[src/rtl/exec_wb_stage_pkg.sv]
// Shared definitions for the execute/write-back stage: opcodes, FSM states
// and default widths.
package exec_wb_stage_pkg;

    localparam int DEF_WIDTH  = 32;
    localparam int DEF_REG_AW = 2;

    typedef enum logic [2:0] {
        OP_ADD = 3'b000,
        OP_SUB = 3'b001,
        OP_AND = 3'b010,
        OP_OR  = 3'b011,
        OP_XOR = 3'b100,
        OP_SLT = 3'b101,
        OP_MUL = 3'b110,
        OP_ILL = 3'b111
    } op_e;

    typedef enum logic [1:0] {
        ST_IDLE = 2'b00,
        ST_MUL  = 2'b01,
        ST_WB   = 2'b10
    } state_e;

    // True for opcodes that complete in the single-cycle ALU.
    function automatic logic is_alu_op(input op_e o);
        logic r;
        case (o)
            OP_MUL:  r = 1'b0;
            OP_ILL:  r = 1'b0;
            default: r = 1'b1;
        endcase
        return r;
    endfunction

endpackage

[src/rtl/mul_seq32.sv]
// Iterative shift-add multiplier: one multiplier bit per cycle, LSB first,
// always exactly WIDTH iterations; yields the low WIDTH bits of the product.
module mul_seq32
    import exec_wb_stage_pkg::*;
#(
    parameter int WIDTH = DEF_WIDTH
) (
    input  logic             clk,
    input  logic             reset,
    input  logic             start,
    input  logic [WIDTH-1:0] a,
    input  logic [WIDTH-1:0] b,
    output logic             done,
    output logic [WIDTH-1:0] product
);

    localparam int CW = $clog2(WIDTH);

    logic [WIDTH-1:0] mcand_r;
    logic [WIDTH-1:0] mplier_r;
    logic [WIDTH-1:0] acc_r;
    logic [CW-1:0]    count_r;
    logic             active_r;

    logic [WIDTH-1:0] addend_s;
    logic [WIDTH-1:0] acc_next_s;
    logic             last_s;

    // Partial-product add for the current iteration.
    always_comb begin
        addend_s   = {WIDTH{1'b0}};
        if (mplier_r[0]) begin
            addend_s = mcand_r;
        end else begin
            addend_s = {WIDTH{1'b0}};
        end
        acc_next_s = acc_r + addend_s;
        last_s     = active_r && (count_r == CW'(WIDTH - 1));
    end

    // The final iteration is folded into the product output so the caller
    // can capture it on the same edge that retires the count.
    assign done    = last_s;
    assign product = acc_next_s;

    // Shift registers, accumulator and iteration counter.
    always_ff @(posedge clk) begin
        if (reset) begin
            mcand_r  <= {WIDTH{1'b0}};
            mplier_r <= {WIDTH{1'b0}};
            acc_r    <= {WIDTH{1'b0}};
            count_r  <= {CW{1'b0}};
            active_r <= 1'b0;
        end else if (start) begin
            mcand_r  <= a;
            mplier_r <= b;
            acc_r    <= {WIDTH{1'b0}};
            count_r  <= {CW{1'b0}};
            active_r <= 1'b1;
        end else if (active_r) begin
            acc_r    <= acc_next_s;
            mcand_r  <= {mcand_r[WIDTH-2:0], 1'b0};
            mplier_r <= {1'b0, mplier_r[WIDTH-1:1]};
            if (last_s) begin
                count_r  <= {CW{1'b0}};
                active_r <= 1'b0;
            end else begin
                count_r  <= count_r + CW'(1);
                active_r <= 1'b1;
            end
        end else begin
            mcand_r  <= mcand_r;
            mplier_r <= mplier_r;
            acc_r    <= acc_r;
            count_r  <= count_r;
            active_r <= active_r;
        end
    end

endmodule

[src/rtl/exec_wb_stage.sv]
// Execute + write-back stage feeding the register-file write port: single-cycle
// ALU ops, iterative multiply, one operation in flight.
module exec_wb_stage
    import exec_wb_stage_pkg::*;
#(
    parameter int WIDTH  = DEF_WIDTH,
    parameter int REG_AW = DEF_REG_AW
) (
    input  logic              clk,
    input  logic              reset,
    input  logic              in_valid,
    output logic              in_ready,
    input  logic [2:0]        op,
    input  logic [WIDTH-1:0]  opa,
    input  logic [WIDTH-1:0]  opb,
    input  logic [REG_AW-1:0] dest,
    output logic [WIDTH-1:0]  WriteData,
    output logic [REG_AW-1:0] WriteReg,
    output logic              RegWrite,
    output logic              busy,
    output logic              op_err
);

    state_e            state_r;
    state_e            next_state_s;
    op_e               op_s;
    logic              accept_s;
    logic [WIDTH-1:0]  alu_s;
    logic [REG_AW-1:0] dest_r;

    logic              mul_start_s;
    logic              mul_done_s;
    logic [WIDTH-1:0]  mul_product_s;

    logic              wb_load_s;
    logic [WIDTH-1:0]  wb_data_s;
    logic [REG_AW-1:0] wb_reg_s;
    logic              err_s;

    logic [WIDTH-1:0]  write_data_r;
    logic [REG_AW-1:0] write_reg_r;
    logic              reg_write_r;
    logic              op_err_r;

    assign op_s     = op_e'(op);
    assign in_ready = (state_r == ST_IDLE);
    assign busy     = ~in_ready;
    assign accept_s = in_valid && in_ready;

    assign WriteData = write_data_r;
    assign WriteReg  = write_reg_r;
    assign RegWrite  = reg_write_r;
    assign op_err    = op_err_r;

    mul_seq32 #(
        .WIDTH (WIDTH)
    ) u_mul (
        .clk     (clk),
        .reset   (reset),
        .start   (mul_start_s),
        .a       (opa),
        .b       (opb),
        .done    (mul_done_s),
        .product (mul_product_s)
    );

    // Single-cycle ALU evaluated on the operands being accepted.
    always_comb begin
        alu_s = {WIDTH{1'b0}};
        case (op_s)
            OP_ADD:  alu_s = opa + opb;
            OP_SUB:  alu_s = opa - opb;
            OP_AND:  alu_s = opa & opb;
            OP_OR:   alu_s = opa | opb;
            OP_XOR:  alu_s = opa ^ opb;
            OP_SLT:  alu_s = {{(WIDTH-1){1'b0}}, ($signed(opa) < $signed(opb))};
            default: alu_s = {WIDTH{1'b0}};
        endcase
    end

    // Next-state and write-back decode.
    always_comb begin
        next_state_s = state_r;
        mul_start_s  = 1'b0;
        wb_load_s    = 1'b0;
        wb_data_s    = alu_s;
        wb_reg_s     = dest;
        err_s        = 1'b0;
        case (state_r)
            ST_IDLE: begin
                if (accept_s) begin
                    if (op_s == OP_MUL) begin
                        next_state_s = ST_MUL;
                        mul_start_s  = 1'b1;
                    end else if (is_alu_op(op_s)) begin
                        next_state_s = ST_WB;
                        wb_load_s    = 1'b1;
                    end else begin
                        next_state_s = ST_IDLE;
                        err_s        = 1'b1;
                    end
                end else begin
                    next_state_s = ST_IDLE;
                end
            end
            ST_MUL: begin
                if (mul_done_s) begin
                    next_state_s = ST_WB;
                    wb_load_s    = 1'b1;
                    wb_data_s    = mul_product_s;
                    wb_reg_s     = dest_r;
                end else begin
                    next_state_s = ST_MUL;
                end
            end
            ST_WB:   next_state_s = ST_IDLE;
            default: next_state_s = ST_IDLE;
        endcase
    end

    // FSM state register.
    always_ff @(posedge clk) begin
        if (reset) begin
            state_r <= ST_IDLE;
        end else begin
            state_r <= next_state_s;
        end
    end

    // Destination held for the multiply, whose write-back is many cycles later.
    always_ff @(posedge clk) begin
        if (reset) begin
            dest_r <= {REG_AW{1'b0}};
        end else if (accept_s) begin
            dest_r <= dest;
        end else begin
            dest_r <= dest_r;
        end
    end

    // Write-port registers: data/address hold between write strobes.
    always_ff @(posedge clk) begin
        if (reset) begin
            write_data_r <= {WIDTH{1'b0}};
            write_reg_r  <= {REG_AW{1'b0}};
            reg_write_r  <= 1'b0;
            op_err_r     <= 1'b0;
        end else begin
            reg_write_r <= wb_load_s;
            op_err_r    <= err_s;
            if (wb_load_s) begin
                write_data_r <= wb_data_s;
                write_reg_r  <= wb_reg_s;
            end else begin
                write_data_r <= write_data_r;
                write_reg_r  <= write_reg_r;
            end
        end
    end

endmodule

[config.mk]
export PLATFORM = sky130hd
export DESIGN_NAME = exec_wb_stage
export DESIGN_NICKNAME = d
export VERILOG_FILES = /design/src/rtl/exec_wb_stage_pkg.sv /design/src/rtl/mul_seq32.sv /design/src/rtl/exec_wb_stage.sv
export SDC_FILE = /design/constraint.sdc
export NUM_CORES = 1
export LEC_CHECK = 0
export BUFFER_PORTS_ARGS = -buffer_cell sky130_fd_sc_hd__buf_4
export CORE_ASPECT_RATIO = 1.1
export CORE_UTILIZATION = 50
export CTS_CLUSTER_DIAMETER = 50
export DETAILED_ROUTE_END_ITERATION = 10
export PLACE_DENSITY_LB_ADDON = 0.12
export SKIP_LAST_GASP = 1
export SYNTH_ARGS = -nofsm -noshare
export SYNTH_HDL_FRONTEND = slang
export SYNTH_SLANG_ARGS = --single-unit
[constraint.sdc]
create_clock -name clk -period 4.65 [get_ports clk]
set_clock_uncertainty 0.2 [all_clocks]
set_input_delay 0.6975 -clock clk [delete_from_list [all_inputs] [get_ports clk]]
set_output_delay 0.6975 -clock clk [all_outputs]
set_load 0.005 [all_outputs]
Word level (Yosys, flattened, before mapping) --
Cells that the tools add are included.
Cells by class: add/sub/neg operators 4, magnitude comparators 1, bitwise logic cells 5, muxes and demuxes 32, eq/ne operators 9, reductions and logical operators 7
Operators with widths (number):
- 32-bit two-way mux | 7
- 32-bit case mux with 6 select lines | 1
- 32-bit adder | 2
- 32-bit AND | 1
- 32-bit less-than comparator | 1
- 32-bit OR | 1
- 32-bit subtractor | 1
- 32-bit XOR | 1
- 1-bit two-way mux | 15
- 3-bit == test (second input constant) | 4
- 2-bit two-way mux | 6
- 3-bit by 2-bit == test with 1-bit output (second input constant) | 2
- 5-bit by 1-bit adder with 5-bit output (second input constant) | 1
- 5-bit == test (second input constant) | 1
- 5-bit two-way mux | 1
- 2-bit case mux with 2 select lines | 1
- 4-bit OR reduction | 1
- 3-bit by 1-bit == test with 1-bit output (second input constant) | 1
- 3-bit zero test | 1
- 2-bit by 1-bit == test with 1-bit output (second input constant) | 1
- 1-bit logical AND | 2
- 2-bit zero test | 1
- 1-bit NOT | 2
- 1-bit case mux with 2 select lines | 1
- 2 further kinds | 2
Word-level totals: bits in registers 142, word-level logic and storage cells 69, output and inout port bits 38

Longest topological paths before layout --
depth in word-level cells 9, depth in mapped cells 15, mapped depth without buffers 14

By module --
Synthesis repeated with hierarchy kept, for this count alone.
Unflattened totals: cells, all modules 1777, area, all modules 13077.5 um^2
Modules (own cells, without submodules):
- exec_wb_stage | cells each 980, area an instance 6695.2 um^2, instances 1
- mul_seq32 | cells each 797, area an instance 6382.4 um^2, instances 1

Worst setup path before layout --
OpenSTA, ideal clock, no wires.
path kind input to register, start point input opa[0], end point register write_data_r[26], in the netlist WriteData[26], setup slack 1.177 ns, library setup time 0.134 ns, data required time 4.316 ns, stages on the path 14, arrival 3.138 ns, cell sequence inv_1 -> ha_1 -> inv_1 -> fa_1 -> nor2b_2 -> o221ai_2 -> a21oi_2 -> o22ai_4 -> o31ai_4 -> a311oi_1 -> o41a_1 -> a221o_1 -> a21oi_1 -> nor4_1
On the way: longest elaborated chain between the ends 4
Ends and longest elaborated chain:
- from (decl) | line exec_wb_stage.sv:14 | input logic [WIDTH-1:0] opa,
- 32-bit subtractor / 32-bit adder (equally long branches) | line exec_wb_stage.sv:72, exec_wb_stage.sv:71
- 32-bit case mux with 6 select lines (*) | line exec_wb_stage.sv:70 | case (op_s)
- 32-bit two-way mux | line exec_wb_stage.sv:107 | if (mul_done_s) begin
- 32-bit two-way mux (*) | line exec_wb_stage.sv:89 | case (state_r)
- to (signal assigned) | line exec_wb_stage.sv:144 | write_data_r <= {WIDTH{1'b0}};
- to (signal assigned) | line exec_wb_stage.sv:152 | write_data_r <= wb_data_s;
- to (signal assigned) | line exec_wb_stage.sv:155 | write_data_r <= write_data_r;
- to (decl) | line exec_wb_stage.sv:40 | logic [WIDTH-1:0] write_data_r;
Mark *: on every way between the ends. The rest lies on a longest branch, timed or not. A chain may end at the register's enable or synchronous reset.

Final worst setup path --
start point input opa[22], end point register write_data_r[29], in the netlist WriteData[29]
The elaborated chain is that of the path after synthesis.

==> flow_summary.yaml <==
status:
  outcome: "finished clean"
timing:
  setup_viol: 0
  fmax_ghz: 0.250
  rsz0062_at_grt: "false"
  slew_headroom_pct: 28.9
  hold_viol: 0
  drv_slew: 0
  tns_ns: 0
  worst_slew_pin_slew_ns: 1.06
  fin_crit_sh_pct: 85.9
  period_needed_ns: 3.99
pwr:
  power_leakage_nw: 6.00
  p_int_mw: 2.38
  power.switching_mw: 1.28
  power_density_mw_per_mm2: 256
  p_sw_share_pct: 34.9
  peakVddDrop_mv: 0.175
  totalPowerFinal_mw: 3.66
  sequentialPowerShare_pct: 35.2
  p_clk_share_pct: 38.3
  power_frac_comb_pct: 26.5
logic_synthesis:
  synth_top_family_by_area: "compound AO/OA/AOI/OAI gates"
  synthMuxAreaShare_pct: 7.52
  synth_fa_ha_area_share_pct: 13.8
  ys_types: 90
  synth_compound_area_share_pct: 29.6
  yosys.area_share.simple_pct: 17.5
  synth_edf_count: 0
  yosys.area_share.xor_xnor_pct: 2.88
  avgSynthCellArea_sq_um: 7.71
  syn_nets: 1867
  yosys_most_used_dff: "dfxtp_1"
  synth_area_sq_mm: 0.0128
  async_reset_ff_share_pct: 0
  ys_warn_count: 0
  yosysSeqAreaShare_pct: 22.1
  ys_ff_latch: 141
  synth_cells: 1656
global_route:
  grt_pass1_wl_microns: 65400
  grt_max_degree: 129
  grt_antenna_before_repair: 0
  gr-total-overflow: 0
  grt_pass1_vias: 11900
  grt_usage_pct: 32.1
worst_setup_path:
  rr_endpoint: "WriteData[30]$_SDFFE_PP0P_"
  worstSetupPathType: "in -> reg"
  worstPathArrival_ns: 4.06
  timing.rr.start: "u_mul.mplier_r[0]$_SDFFE_PP0P_"
  rrSetupSlack_ns: 0.91
  startpoint_type: "primary input"
  cp_max_fo: 13
  worstPathRequired_ns: 4.72
  cp-end-kind: "register"
  reg2reg_depth: 13
cells_and_area:
  final_cell_mix: "210 x nor2_1, 140 x dfxtp_1, 137 x a21oi_1, 136 x ha_1, 129 x buf_4"
  antenna_cells: 0
  drive_above_1_share_pct: 11.9
  nets: 1907
  layout_commonest_cell: "nor2_1"
  area_growth_pct: 12.1
clocking:
  clockBufferDepth: 2
  cts_buffers: 17
  cts_tree: "yes"
  cts_num_sinks: 141
  htreeDepth: 4
  post_cts_buffers: 0
  root_buffer: "clkbuf_16"
  worstSkewPairLatency_ns: 0.43
  clkSlewWorstSetupHoldPaths_ns: 0.08
  cts_resized: 0
  cts_hold_buf: 0
place:
  dp_hpwl_microns: 30600
  gp_congestion: 0.954
  portBuffers: 109
routing:
  wl_per_cell_microns: 20.8
  dr.pass1.iters: 8
  via_count: 12700
  drt_wl_total_microns: 41900
  vias_per_cell: 6.27
  antenna_left: 0
  drc: 0
  first_iter_violations: 1293
worst_hold_path:
  hold_path_class: "reg -> reg"
  min_to: "dest_r[1]$_SDFFE_PP0P_"
  min_delay_path_depth: 2
  hold_start: "dest_r[1]$_SDFFE_PP0P_"
flow_run:
  cap_viol_max_count: 0
floorplan:
  die_area_sq_mm: 0.0262
  rows: 60
  ios: 110
  chipWidth_microns: 154
  coreArea_sq_mm: 0.0248
  die_h_microns: 170
  initial_core_util_pct: 51.6
[stage by stage]
stage               area [sq um]  util, %  cells  setup slack (ns)  hold slack, ns
CTS                        14300     57.8   2019             0.738           0.270
finish                     14300     57.8   2019             0.658           0.269
global route               14300     57.8   2019             0.527           0.284
global placement           13700     55.5   1987             0.302           0.243
floorplan                  12800        -   1656              1.18           0.233
detailed placement         13700     55.5   1987             0.285           0.259
[sequential cells by signal, indices dropped and copies added, names as in the netlist]
register,flops
u_mul.mcand_r,32
u_mul.acc_r,32
dest_r,2
op_err,1
u_mul.active_r,1
u_mul.mplier_r,32
WriteData,32
u_mul.count_r,5
state_r,2
WriteReg,2
[per-layer routing]
metal,GRT usage (%),vias up,routed length [microns]
met5,0,-,0
met4,7.83,0,680
met3,4.52,57,3310
met2,50.7,526,18500
met1,45.8,5963,19400
li1,-,6106,-
[how the worst max path moves through the flow]
| stage | startpoint | to | slack, ns | depth (start not counted) |
|---|---|---|---|---|
| floorplan | opa[0] | WriteData[26]$_SDFFE_PP0P_ | 1.18 | 14 |
| CTS | opa[22] | WriteData[29]$_SDFFE_PP0P_ | 0.74 | 12 |
| detailed placement | opa[22] | WriteData[29]$_SDFFE_PP0P_ | 0.28 | 12 |
| finish | opa[22] | WriteData[29]$_SDFFE_PP0P_ | 0.66 | 12 |
| global placement | opa[22] | WriteData[29]$_SDFFE_PP0P_ | 0.30 | 12 |
| global route | opa[22] | WriteData[29]$_SDFFE_PP0P_ | 0.53 | 12 |
[power groups by stage]
stage | Combinational [mW] | Clock (mW) | Sequential (mW)
final | 0.971 | 1.40 | 1.29
after global routing | 1.05 | 1.47 | 1.29
after CTS | 0.952 | 1.42 | 1.29
after detailed placement | 0.948 | 0 | 1.32
after global placement | 0.943 | 0 | 1.32
after floorplan | 0.633 | 0 | 1.31
[layout make-up]
type | instances | area [sq um]
multi-input combinational | 1296 | 9120
clock inverter | 14 | 145
sequential | 141 | 2830
tap | 310 | 388
fill | 2394 | 10500
inverter | 110 | 415
clock buffer | 18 | 429
timing repair buffer | 130 | 988
[logic make-up after synthesis]
| group | count (synthesis) |
|---|---|
| compound gates | 541 |
| simple gates | 478 |
| buf+inv | 219 |
| flops | 141 |
| fa+ha+maj | 139 |
| mux | 96 |
| xor+xnor | 42 |
[worst max-delay path, cell delays in order]
cell and delay [ns]:
buf_4 0.13, inv_1 0.05, ha_1 0.48, nor4_1 0.67, nand2b_1 0.19, a2111oi_0 0.62
or3b_1 0.34, a21boi_1 0.14, o21ai_1 0.19, xnor2_1 0.09, a221oi_1 0.40, nor4_2 0.06
[Yosys cell counts (4+ instances only)]
library cell  count  share of area [%]
nand4_1           7               0.34
a221oi_1         15                1.0
a21oi_1         138                5.4
mux2i_1          96                7.5
o21a_1           13               0.76
nor2_1          210                6.2
and3_1            5               0.24
dfxtp_1         141                 22
a31oi_1          15               0.73
nand2b_1         17               0.83
nor3b_1           4               0.24
or2_2            10               0.49
buf_1            14               0.41
o311ai_0          5               0.34
inv_1           107                3.1
nand3_1          20               0.78
nor2b_1          15               0.73
a22oi_1          26                1.5
o21ai_1           9               0.35
xnor2_1          33                2.3
o211ai_1         17                1.0
or3_1             9               0.44
o31ai_1           7               0.41
o22ai_1          14               0.69
and4_1            4               0.27
a211oi_1         78                4.6
nor3_1           28                1.1
buf_2            10               0.39
o21bai_1         19                1.1
nor4_1           12               0.59
o221a_2           4               0.35
nand2_1          87                2.6
xor2_1            9               0.62
o41ai_1           4               0.27
a21o_1           29                1.7
clkbuf_1         83                2.4
ha_1            136                 13
o221ai_1         16                1.1
and2_1           38                1.9
o21ai_0          66                2.6
o32a_1            5               0.39
o2111ai_1         4               0.27
(Power assumes the default switching activity.)
